`src/rtl/eth_st_ta_pkg.sv`:
```
// ---------------------------------------------------------------------------
// eth_st_ta_pkg
// Shared definitions for the Ethernet streaming ready-latency timing adapter:
//   MAX_READY_LATENCY - largest upstream ready latency the adapter absorbs
//   DEFAULT_DATA_W    - default beat payload width
//   fifo_op_e         - per-cycle buffer operation (write/read combination)
//   clog2()           - ceiling log2 used to size pointers and counters
// ---------------------------------------------------------------------------
package eth_st_ta_pkg;

  localparam int unsigned MAX_READY_LATENCY = 32'd4;
  localparam int unsigned DEFAULT_DATA_W    = 32'd72;

  // Encoding is {write, read} so the operation can be cast straight from
  // the two qualified enables.
  typedef enum logic [1:0] {
    OP_IDLE  = 2'b00,
    OP_READ  = 2'b01,
    OP_WRITE = 2'b10,
    OP_BOTH  = 2'b11
  } fifo_op_e;

  // Ceiling log2; clog2(1) = 0.
  function automatic int unsigned clog2(input int unsigned value);
    int unsigned result;
    int unsigned span;
    result = 32'd0;
    span   = 32'd1;
    while (span < value) begin
      span   = span << 1;
      result = result + 32'd1;
    end
    return result;
  endfunction

endpackage

```
`src/rtl/eth_st_ta_fifo.sv`:
```
// ---------------------------------------------------------------------------
// eth_st_ta_fifo
// First-word-fall-through buffer: register array with wrapping read/write
// pointers and an entry counter. The head entry is always presented on
// rd_data straight from storage.
// Ports:
//   clk, reset   - rising-edge clock, synchronous active-high reset
//   wr_en        - request to store wr_data (ignored when full unless a read
//                  frees the slot in the same cycle)
//   wr_data      - payload to store
//   rd_en        - request to pop the head (ignored when empty)
//   rd_data      - head entry
//   count        - registered entry count
//   count_next   - entry count after the current edge
//   full, empty  - decoded from the registered count
// ---------------------------------------------------------------------------
module eth_st_ta_fifo
  import eth_st_ta_pkg::*;
#(
  parameter int unsigned DATA_W = DEFAULT_DATA_W,
  parameter int unsigned DEPTH  = 32'd8
) (
  input  logic                    clk,
  input  logic                    reset,
  input  logic                    wr_en,
  input  logic [DATA_W-1:0]       wr_data,
  input  logic                    rd_en,
  output logic [DATA_W-1:0]       rd_data,
  output logic [clog2(DEPTH):0]   count,
  output logic [clog2(DEPTH):0]   count_next,
  output logic                    full,
  output logic                    empty
);

  localparam int unsigned PTR_W = clog2(DEPTH);
  localparam int unsigned CNT_W = PTR_W + 32'd1;

  localparam logic [PTR_W-1:0] PTR_ZERO = {PTR_W{1'b0}};
  localparam logic [PTR_W-1:0] PTR_ONE  = PTR_W'(1'b1);
  localparam logic [CNT_W-1:0] CNT_ZERO = {CNT_W{1'b0}};
  localparam logic [CNT_W-1:0] CNT_ONE  = CNT_W'(1'b1);
  localparam logic [CNT_W-1:0] CNT_FULL = CNT_W'(DEPTH);

  logic [DATA_W-1:0] mem_r [DEPTH];
  logic [PTR_W-1:0]  wr_ptr_r;
  logic [PTR_W-1:0]  rd_ptr_r;
  logic [CNT_W-1:0]  count_r;
  logic [CNT_W-1:0]  count_nxt_s;
  logic              full_s;
  logic              empty_s;
  logic              do_wr_s;
  logic              do_rd_s;
  fifo_op_e          op_s;

  assign full_s  = (count_r == CNT_FULL);
  assign empty_s = (count_r == CNT_ZERO);
  assign do_rd_s = rd_en & ~empty_s;
  // A write at full is only legal when the head leaves in the same cycle;
  // the tail slot then equals the departing head slot.
  assign do_wr_s = wr_en & (~full_s | do_rd_s);
  assign op_s    = fifo_op_e'({do_wr_s, do_rd_s});

  // Payload storage: written at the tail, deliberately never cleared.
  always_ff @(posedge clk) begin
    if (do_wr_s) begin
      mem_r[wr_ptr_r] <= wr_data;
    end
  end

  // Next entry count from the operation taking place this cycle.
  always_comb begin
    count_nxt_s = count_r;
    case (op_s)
      OP_WRITE: count_nxt_s = count_r + CNT_ONE;
      OP_READ:  count_nxt_s = count_r - CNT_ONE;
      OP_BOTH:  count_nxt_s = count_r;
      OP_IDLE:  count_nxt_s = count_r;
      default:  count_nxt_s = count_r;
    endcase
  end

  // Pointer and count registers; pointers wrap naturally at DEPTH (power of two).
  always_ff @(posedge clk) begin
    if (reset) begin
      wr_ptr_r <= PTR_ZERO;
      rd_ptr_r <= PTR_ZERO;
      count_r  <= CNT_ZERO;
    end else begin
      if (do_wr_s) begin
        wr_ptr_r <= wr_ptr_r + PTR_ONE;
      end
      if (do_rd_s) begin
        rd_ptr_r <= rd_ptr_r + PTR_ONE;
      end
      count_r <= count_nxt_s;
    end
  end

  assign rd_data    = mem_r[rd_ptr_r];
  assign count      = count_r;
  assign count_next = count_nxt_s;
  assign full       = full_s;
  assign empty      = empty_s;

endmodule

```
`src/rtl/eth_st_rl_timing_adapter.sv`:
```
// ---------------------------------------------------------------------------
// eth_st_rl_timing_adapter
// Converts an upstream Avalon-ST-style interface with ready latency
// IN_READY_LATENCY (0..4) into a downstream ready-latency-0 interface.
// Beats pass through a FWFT buffer; in_ready is deasserted early enough
// that every beat a compliant upstream still has in flight finds a slot.
// Ports:
//   clk, reset            - rising-edge clock, synchronous active-high reset
//   in_ready              - backpressure to upstream (registered)
//   in_valid, in_data     - upstream beat
//   out_ready             - downstream ready (latency 0)
//   out_valid, out_data   - downstream beat, head of buffer
//   occupancy             - current number of buffered beats
//   overflow              - sticky: a beat arrived while the buffer was full
// ---------------------------------------------------------------------------
module eth_st_rl_timing_adapter
  import eth_st_ta_pkg::*;
#(
  parameter int unsigned DATA_W           = DEFAULT_DATA_W,
  parameter int unsigned IN_READY_LATENCY = 32'd0,
  parameter int unsigned FIFO_DEPTH       = 32'd8
) (
  input  logic                         clk,
  input  logic                         reset,
  output logic                         in_ready,
  input  logic                         in_valid,
  input  logic [DATA_W-1:0]            in_data,
  input  logic                         out_ready,
  output logic                         out_valid,
  output logic [DATA_W-1:0]            out_data,
  output logic [clog2(FIFO_DEPTH):0]   occupancy,
  output logic                         overflow
);

  localparam int unsigned CNT_W = clog2(FIFO_DEPTH) + 32'd1;
  localparam logic [CNT_W-1:0] CNT_ZERO = {CNT_W{1'b0}};
  // Highest occupancy at which upstream may still be granted: the
  // IN_READY_LATENCY beats already in flight must all fit.
  localparam logic [CNT_W-1:0] READY_MAX_C =
    CNT_W'(FIFO_DEPTH - 32'd1 - IN_READY_LATENCY);
  localparam logic ZERO_LATENCY = (IN_READY_LATENCY == 32'd0);

  if (IN_READY_LATENCY > MAX_READY_LATENCY) begin : g_bad_latency
    $error("eth_st_rl_timing_adapter: IN_READY_LATENCY %0d exceeds %0d",
           IN_READY_LATENCY, MAX_READY_LATENCY);
  end
  if ((FIFO_DEPTH < 32'd2) || ((FIFO_DEPTH & (FIFO_DEPTH - 32'd1)) != 32'd0))
  begin : g_bad_depth_pow2
    $error("eth_st_rl_timing_adapter: FIFO_DEPTH %0d is not a power of two >= 2",
           FIFO_DEPTH);
  end
  if (FIFO_DEPTH < IN_READY_LATENCY + 32'd2) begin : g_bad_depth_small
    $error("eth_st_rl_timing_adapter: FIFO_DEPTH %0d too small for latency %0d",
           FIFO_DEPTH, IN_READY_LATENCY);
  end

  logic              in_ready_r;
  logic              out_valid_r;
  logic              overflow_r;
  logic              wr_en_s;
  logic              rd_en_s;
  logic              drop_s;
  logic              full_s;
  logic              empty_s;
  logic [CNT_W-1:0]  count_s;
  logic [CNT_W-1:0]  count_nxt_s;
  logic [DATA_W-1:0] rd_data_s;

  assign rd_en_s = ~empty_s & out_ready;

  // Write acceptance: with zero latency the handshake is in_valid & in_ready;
  // otherwise in_valid alone is binding and only a full buffer refuses it.
  always_comb begin
    wr_en_s = 1'b0;
    drop_s  = 1'b0;
    if (ZERO_LATENCY) begin
      wr_en_s = in_valid & in_ready_r;
      drop_s  = 1'b0;
    end else begin
      wr_en_s = in_valid & (~full_s | rd_en_s);
      drop_s  = in_valid & full_s & ~rd_en_s;
    end
  end

  eth_st_ta_fifo #(
    .DATA_W (DATA_W),
    .DEPTH  (FIFO_DEPTH)
  ) u_fifo (
    .clk        (clk),
    .reset      (reset),
    .wr_en      (wr_en_s),
    .wr_data    (in_data),
    .rd_en      (rd_en_s),
    .rd_data    (rd_data_s),
    .count      (count_s),
    .count_next (count_nxt_s),
    .full       (full_s),
    .empty      (empty_s)
  );

  // Registered handshake outputs; each equals a decode of the count that the
  // buffer holds in the same cycle, and both are held low for the cycle
  // following a reset edge.
  always_ff @(posedge clk) begin
    if (reset) begin
      in_ready_r  <= 1'b0;
      out_valid_r <= 1'b0;
    end else begin
      in_ready_r  <= (count_nxt_s <= READY_MAX_C);
      out_valid_r <= (count_nxt_s != CNT_ZERO);
    end
  end

  // Sticky overflow flag, cleared only by reset.
  always_ff @(posedge clk) begin
    if (reset) begin
      overflow_r <= 1'b0;
    end else if (drop_s) begin
      overflow_r <= 1'b1;
    end else begin
      overflow_r <= overflow_r;
    end
  end

  assign in_ready  = in_ready_r;
  assign out_valid = out_valid_r;
  assign out_data  = rd_data_s;
  assign occupancy = count_s;
  assign overflow  = overflow_r;

endmodule

```
`config.mk`:
```
export PLATFORM = sky130hd
export DESIGN_NAME = eth_st_rl_timing_adapter
export DESIGN_NICKNAME = d
export VERILOG_FILES = /design/src/rtl/eth_st_ta_pkg.sv /design/src/rtl/eth_st_ta_fifo.sv /design/src/rtl/eth_st_rl_timing_adapter.sv
export SDC_FILE = /design/constraint.sdc
export NUM_CORES = 1
export LEC_CHECK = 0
export CAP_MARGIN = 0
export CORE_UTILIZATION = 58
export DETAILED_ROUTE_END_ITERATION = 8
export PLACE_DENSITY_LB_ADDON = 0.12
export RECOVER_POWER = 100
export SETUP_SLACK_MARGIN = 0.5
export SLEW_MARGIN = 15
export SYNTH_ARGS = -nofsm -noshare
export SYNTH_HDL_FRONTEND = slang
export SYNTH_SLANG_ARGS = --single-unit
```
`constraint.sdc`:
```
create_clock -name clk -period 10.8 [get_ports clk]
set_clock_uncertainty 0.05 [all_clocks]
set_input_delay 2.16 -clock clk [delete_from_list [all_inputs] [get_ports clk]]
set_output_delay 2.16 -clock clk [all_outputs]
set_load 0.01 [all_outputs]
```
==> reports/metrics.yaml, run 1 <==
hold_buffers: 0
route.met2.wl_um: 21100
startpoint: "out_ready"
top_layer: "met5"
syn_nets: 1008
path_depth: 6
grt_pass1_vias: 10605
cts_buffers: 57
synth_top_area_frac: 0.773
routed_via_density: 5.99
period_needed_ps: 7990
status: "complete, but fails checks"
routed_wl_um: 42000
critPathBufInv: 3
synth_area_leaders: "edfxtp_1, mux4_2, mux2_2"
wl_per_cell_um: 25.1
fmax_mhz: 125
setup_viol: 0
yosysTopAreaCell: "edfxtp_1"
fp.dieH_um: 198
ys_seq_area_frac: 0.786
synth_edf_count: 576
finalHoldViolCount: 0
yosysMostFrequentCell: "edfxtp_1"
place_congestion: 0.730
vdd_ir_drop_max_mv: 0.151
min_path_type: "flip-flop to flip-flop"
yosysWarningCount: 0
netlist_instances: 927
ant_nets: 0
syn2layout_area_growth_pct: 17.1
maxSlewViolCount: 575
reg2reg_from: "in_ready"
drive_gt1_frac: 0.268
placed_cells: 1562
crit_chain: "dlygate4sd3_1 > inv_1 > a31oi_1 > nand2_1 > nor2_1 > clkbuf_1"
startpoint_type: "input pin"
r2r_cells: 5
powerDensity_mw_per_mm2: 221
cp_slowest_stage_delay_ps: 3170
max_slew_margin: -2.45
grt-ovfl-total: 0
ys_async_sr_fraction: 0
cts_tree: "yes"
power.leakage_nw: 8.08
grt_setup_unrepaired: "no"
tns_ps: 0
nFillCells: 2343
cp_max_fo: 59
crit_family: "buffers and inverters"
syn_avg_cell_area_um2: 24.1
cts_max_path_buffers: 3
core_mm2: 0.0378
stdcell_count: 1672
timing.rr.end: "u_fifo.mem_r[3][36]"
cp_slowest_cell: "clkbuf_1"
htreeDepth: 2
cts_root_buffer: "clkbuf_16"
period_share: 0.740
synth_commonest_cells: "edfxtp_1, mux4_2, mux2_2, clkbuf_1, nor2_1"
drtIter0Drc: 703
grt.total_usage: 0.222
arrival_ps: 8030
crit_type: "input pin to flip-flop"
nets: 1191
cts-resized-gates: 0
clock_sinks: 591
antenna_found_initial: 9
vias: 10011
io_pins: 155
worstPathRequired_ps: 10840
synthesis.area_mm2: 0.0224
wl_met1_um: 17900
ys_seq_elements: 591
die_w_um: 198
ys_types: 41
violations: "capacitance limit, slew limit"
tightest_slew_ps: 5170
cp-end-kind: "flip-flop"
p_total_mw: 5.81
cap_violations: 12
dieArea_mm2: 0.0394
drc: 0
grt_max_degree: 73
cts_setup_buffers: 0
synthFlopType: "edfxtp_1"
reg2reg_slack_ps: 4580
rows: 71
clkTransAtPathRegs_ps: 60
initial_core_util: 0.591
drt_first_pass_iters: 4
dp_hpwl_um: 21900
crit_end: "u_fifo.mem_r[3][36]"
port_buffers: 153
grt_pass1_wl_um: 63500
clock_latency_ps: 590
wl_met3_um: 2180
## worst min-delay path, cell delays in order, from the launching register on
cell and delay (ps):
dfxtp_1 300, o21ai_0 70, a21oi_1 70
## metal layers
| layer | track usage | vias to the layer above |
|---|---|---|
| met4 | 0.0667 | 4 |
| met5 | 0 | - |
| li1 | - | 4319 |
| met2 | 0.365 | 292 |
| met1 | 0.311 | 5329 |
| met3 | 0.0390 | 67 |
## logic make-up after synthesis
kind of cell / Yosys count / share of synthesized area
flops: 591 / 0.786
other cells: 1 / 0.000168
buf+inv: 49 / 0.0102
simple gates: 40 / 0.00850
xor+xnor: 4 / 0.00157
fa+ha+maj: 5 / 0.00313
compound gates: 18 / 0.00721
mux: 219 / 0.183
## report_power, final
part           switching, mW  internal [mW]
Combinational          0.522          0.701
Sequential            0.0891           2.61
Clock                  0.809           1.08
Total                   1.42           4.39
## sequential cells by signal, summed over array words and instances, names as in the netlist, named ones only
signal / cells
u_fifo.mem_r: 576
u_fifo.count: 4
u_fifo.rd_ptr_r: 3
u_fifo.wr_ptr_r: 3
in_ready: 1
out_valid: 1
## stage by stage
stage | util | hold WS (ps) | worst slack [ps] | instance area [um2]
after global routing | 0.693 | 480 | 2200 | 26200
after detailed placement | 0.648 | 432 | 5010 | 24500
final | 0.693 | 440 | 2810 | 26200
after CTS | 0.695 | 442 | 4390 | 26300
after floorplan | - | 410 | 2360 | 22400
after global placement | 0.648 | 417 | 5030 | 24500
## worst min-delay path by stage
stage	from	end	slack [ps]	depth (start not counted)
global route	u_fifo.rd_ptr_r[2]	flip-flop	480	2
CTS	u_fifo.rd_ptr_r[2]	flip-flop	440	2
finish	u_fifo.rd_ptr_r[2]	flip-flop	440	2
global placement	u_fifo.rd_ptr_r[2]	flip-flop	420	2
floorplan	u_fifo.rd_ptr_r[2]	flip-flop	410	2
detailed placement	u_fifo.rd_ptr_r[2]	flip-flop	430	2
## cell usage in the layout (no fill, tap or decap), drive strengths merged, types with 3 or more instances in the layout
master	Yosys	routed
edfxtp	576	576
dlygate4sd3	0	148
mux4	144	144
clkbuf	18	77
mux2	72	72
clkinv	0	33
nor2	17	17
dfxtp	15	15
nand2	6	6
inv	5	6
clkdlybuf4s50	0	5
buf	26	5
nor3	4	4
nand2b	4	4
ha	4	4
bufinv	0	4
a21oi	4	4
a31oi	4	4
diode	0	3
xor2	3	3
mux2i	3	3
## cell type report
class                           count  area (um2)  area share
Antenna cell                        3        7.51    0.000286
Clock buffer                       67        1490      0.0566
Clock inverter                     40         310      0.0118
Inverter                            5        18.8    0.000716
Multi-Input combinational cell    287        4550       0.173
Sequential cell                   591       17600       0.671
Tap cell                          511         639      0.0244
Timing Repair Buffer              168        1610      0.0613
Note: power is estimated with default switching activity, not from simulation.
==> run 2: changes to the inputs <==
--- a/config.mk
+++ b/config.mk
@@ -6,7 +6,7 @@
 export NUM_CORES = 1
 export LEC_CHECK = 0
 export CAP_MARGIN = 0
-export CORE_UTILIZATION = 58
+export CORE_UTILIZATION = 53
 export DETAILED_ROUTE_END_ITERATION = 8
 export PLACE_DENSITY_LB_ADDON = 0.12
 export RECOVER_POWER = 100
==> constraint.sdc (replaced) <==
create_clock -name clk -period 6.85 [get_ports clk]
set_clock_uncertainty 0.05 [all_clocks]
set_input_delay 1.37 -clock clk [delete_from_list [all_inputs] [get_ports clk]]
set_output_delay 1.37 -clock clk [all_outputs]
set_load 0.01 [all_outputs]
==> run 2 against run 1 <==
The run still ends with capacitance limit, slew limit left. Via count is 1.1% lower. Register-to-register slack worse by 2300 ps. Total power is 59% higher. Critical path depth is 2 lower. Clock-buffer cell count is 5 higher. Largest cell class unchanged. First-iteration DRC count is 9.8% lower. Worst setup slack worse by 1600 ps. Non-clock buffer count is 5 higher. Final cell count is 1.4% higher. Sequential power is 57% higher.
==> reports/metrics.yaml, run 2 (synthesis gave the netlist of run 1 again) <==
cts_max_path_buffers: 3  # unchanged
tns_ps: 0  # unchanged
hp-start: "u_fifo.rd_ptr_r[2]"
drive_gt1_frac: 0.274  # +0.00643
setup_viol: 0  # unchanged
period_share: 0.830
grt_pass1_wl_um: 63800  # +0.46%
grt_use_met2: 0.327  # -0.0375
clkPwrFrac: 0.328  # +0.003
timing.rr.end: "u_fifo.mem_r[0][8]"
cap_violations: 10  # -2
combPwrFrac: 0.213  # +0.002
cp-end-kind: "output pin"
clkTransAtPathRegs_ps: 60  # about the same
cts_root_buffer: "clkbuf_16"
cp_slowest_cell: "dfxtp_2"
power.leakage_nw: 8.13  # +0.70%
fin_ws_ps: 1160  # -1640 ps
ff_latch_area_mm2: 0.0176  # about the same
fp.dieH_um: 208  # +4.6%
clock_sinks: 591  # unchanged
initial_core_util: 0.543  # -0.0482
nFillCells: 2714  # +16%
hold_buffers: 0  # unchanged
antenna_found_initial: 7  # -2
drc: 0  # unchanged
place_congestion: 0.719  # -1.6%
finalHoldViolCount: 0  # unchanged
met1_usage: 0.275  # -0.0365
nets: 1196  # +0.42%
grt_use_met3: 0.0480  # +0.00896
grt.total_usage: 0.200  # -0.0228
ant_nets: 0  # unchanged
r2r_cells: 5  # unchanged
powerDensity_mw_per_mm2: 349  # +58%
swShare: 0.241  # -0.00352
cts-resized-gates: 0  # unchanged
dp_hpwl_um: 23000  # +4.6%
final_common_cell: "edfxtp_1"
max_slew_margin: -1.03  # +1.42
crit_type: "flip-flop to output pin"
worstPathRequired_ps: 5430  # -5410 ps
clock_latency_ps: 580  # about the same
port_buffers: 153  # unchanged
min_path_type: "flip-flop to flip-flop"
largest_register_ffs: 576  # unchanged
status: "complete, but fails checks"
cp_max_fo: 54  # -8.5%
whs_path_depth: 2  # unchanged
violations: "capacitance limit, slew limit"
tightest_slew_ps: 3040  # -2130 ps
crit_chain: "clkbuf_2 > mux4_2 > mux2_2 > dlygate4sd3_1"
p_int_mw: 6.99  # +59%
vias: 9897  # -1.1%
period_needed_ps: 5690
wl_per_cell_um: 24.6  # -2.2%
grt_max_degree: 73  # unchanged
syn2layout_area_growth_pct: 17.8
dieArea_mm2: 0.0431  # +9.3%
layout_common_cells: "edfxtp_1, mux4_2, dlygate4sd3_1"
arrival_ps: 4270  # -3760 ps
reg2reg_from: "in_ready"
io_pins: 155  # unchanged
grt_pass1_vias: 10467  # -1.3%
drtIter0Drc: 634  # -9.8%
grt_setup_unrepaired: "no"
grt-ovfl-total: 0  # unchanged
die_w_um: 208  # +4.6%
htreeDepth: 2  # unchanged
p_seq_frac: 0.460  # -0.005
vdd_ir_drop_max_mv: 0.245  # +63%
cts_setup_buffers: 0  # unchanged
rows: 74  # +4.2%
regMostFlops: "u_fifo.mem_r"
cp_slowest_stage_delay_ps: 1340  # -1830 ps
switchingPower_mw: 2.22  # +56%
drt_first_pass_iters: 5  # +1
core_mm2: 0.0412  # +8.9%
busiest_layer: "met2"
cts_buffers: 57  # unchanged
reg2reg_slack_ps: 2250  # -2330 ps
post-place-ws_ps: 2150  # -2870 ps
cts_tree: "yes"
fmax_mhz: 176
multi_input_area_mm2: 0.00457  # +0.39%
routed_wl_um: 41700  # -0.75%
p_total_mw: 9.21  # +59%
routed_via_density: 5.84  # -2.5%
maxSlewViolCount: 423  # -26%
whs_ps: 432  # -8.52 ps
startpoint_type: "flip-flop"
[run 2: cell types whose count changed in the layout (fill, tap and decap cells not counted), sizes merged, moves of 2 or more]
cell           change
buf                +5
clkdlybuf4s50      +6
bufinv             +2
dlygate4sd3        -6
clkbuf             +5
clkinv             -8
[run 2: final cells by class]
| class | instances | area share |
|---|---|---|
| antenna | 4 | 0.000379 |
| clock buffer | 72 | 0.0570 |
| clock inverter | 32 | 0.0115 |
| inverter | 5 | 0.000712 |
| multi-input combinational | 287 | 0.173 |
| sequential | 591 | 0.667 |
| tap | 532 | 0.0252 |
| timing repair buffer | 173 | 0.0646 |
[run 2: how the worst max path moves through the flow]
stage / from / end / slack, ps / cells past startpoint
3_5_place_dp: in_valid / u_fifo.mem_r[5][67] / 2150 / 6
5_1_grt: flip-flop / out_data[7] / 930 / 4
3_3_place_gp: out_ready / u_fifo.mem_r[5][63] / 2180 / 6
4_1_cts: flip-flop / out_data[6] / 1880 / 4
2_1_floorplan: out_ready / u_fifo.mem_r[2][0] / 1150 / 5
6_report: flip-flop / out_data[3] / 1160 / 4
[run 2: power by group through the flow]
stage / clock network (mW) / registers (mW) / logic, mW
floorplan: 0 / 4.23 / 1.39
global placement: 0 / 4.32 / 2.08
detailed placement: 0 / 4.32 / 2.09
CTS: 3.08 / 4.25 / 2.10
global route: 3.21 / 4.26 / 2.11
finish: 3.02 / 4.23 / 1.96
[run 2: per-stage QoR]
step / std cells / utilization / area [um2]
3_5_place_dp: 1588 / 0.599 / 24700
2_1_floorplan: 927 / - / 22400
3_3_place_gp: 1588 / 0.599 / 24700
5_1_grt: 1693 / 0.640 / 26400
4_1_cts: 1692 / 0.643 / 26500
6_report: 1696 / 0.640 / 26400
[run 2: worst max-delay path: cells and delay by family, from the launching register on]
family	cells	cell delay, ps
buf+inv	2	1530
flops	1	1340
mux	2	760
[run 2: metal layers]
metal | vias to the layer above | part of all wire
li1 | 4324 | -
met1 | 5244 | 0.43
met2 | 260 | 0.49
met3 | 63 | 0.056
met4 | 6 | 0.017
met5 | - | 0.00098
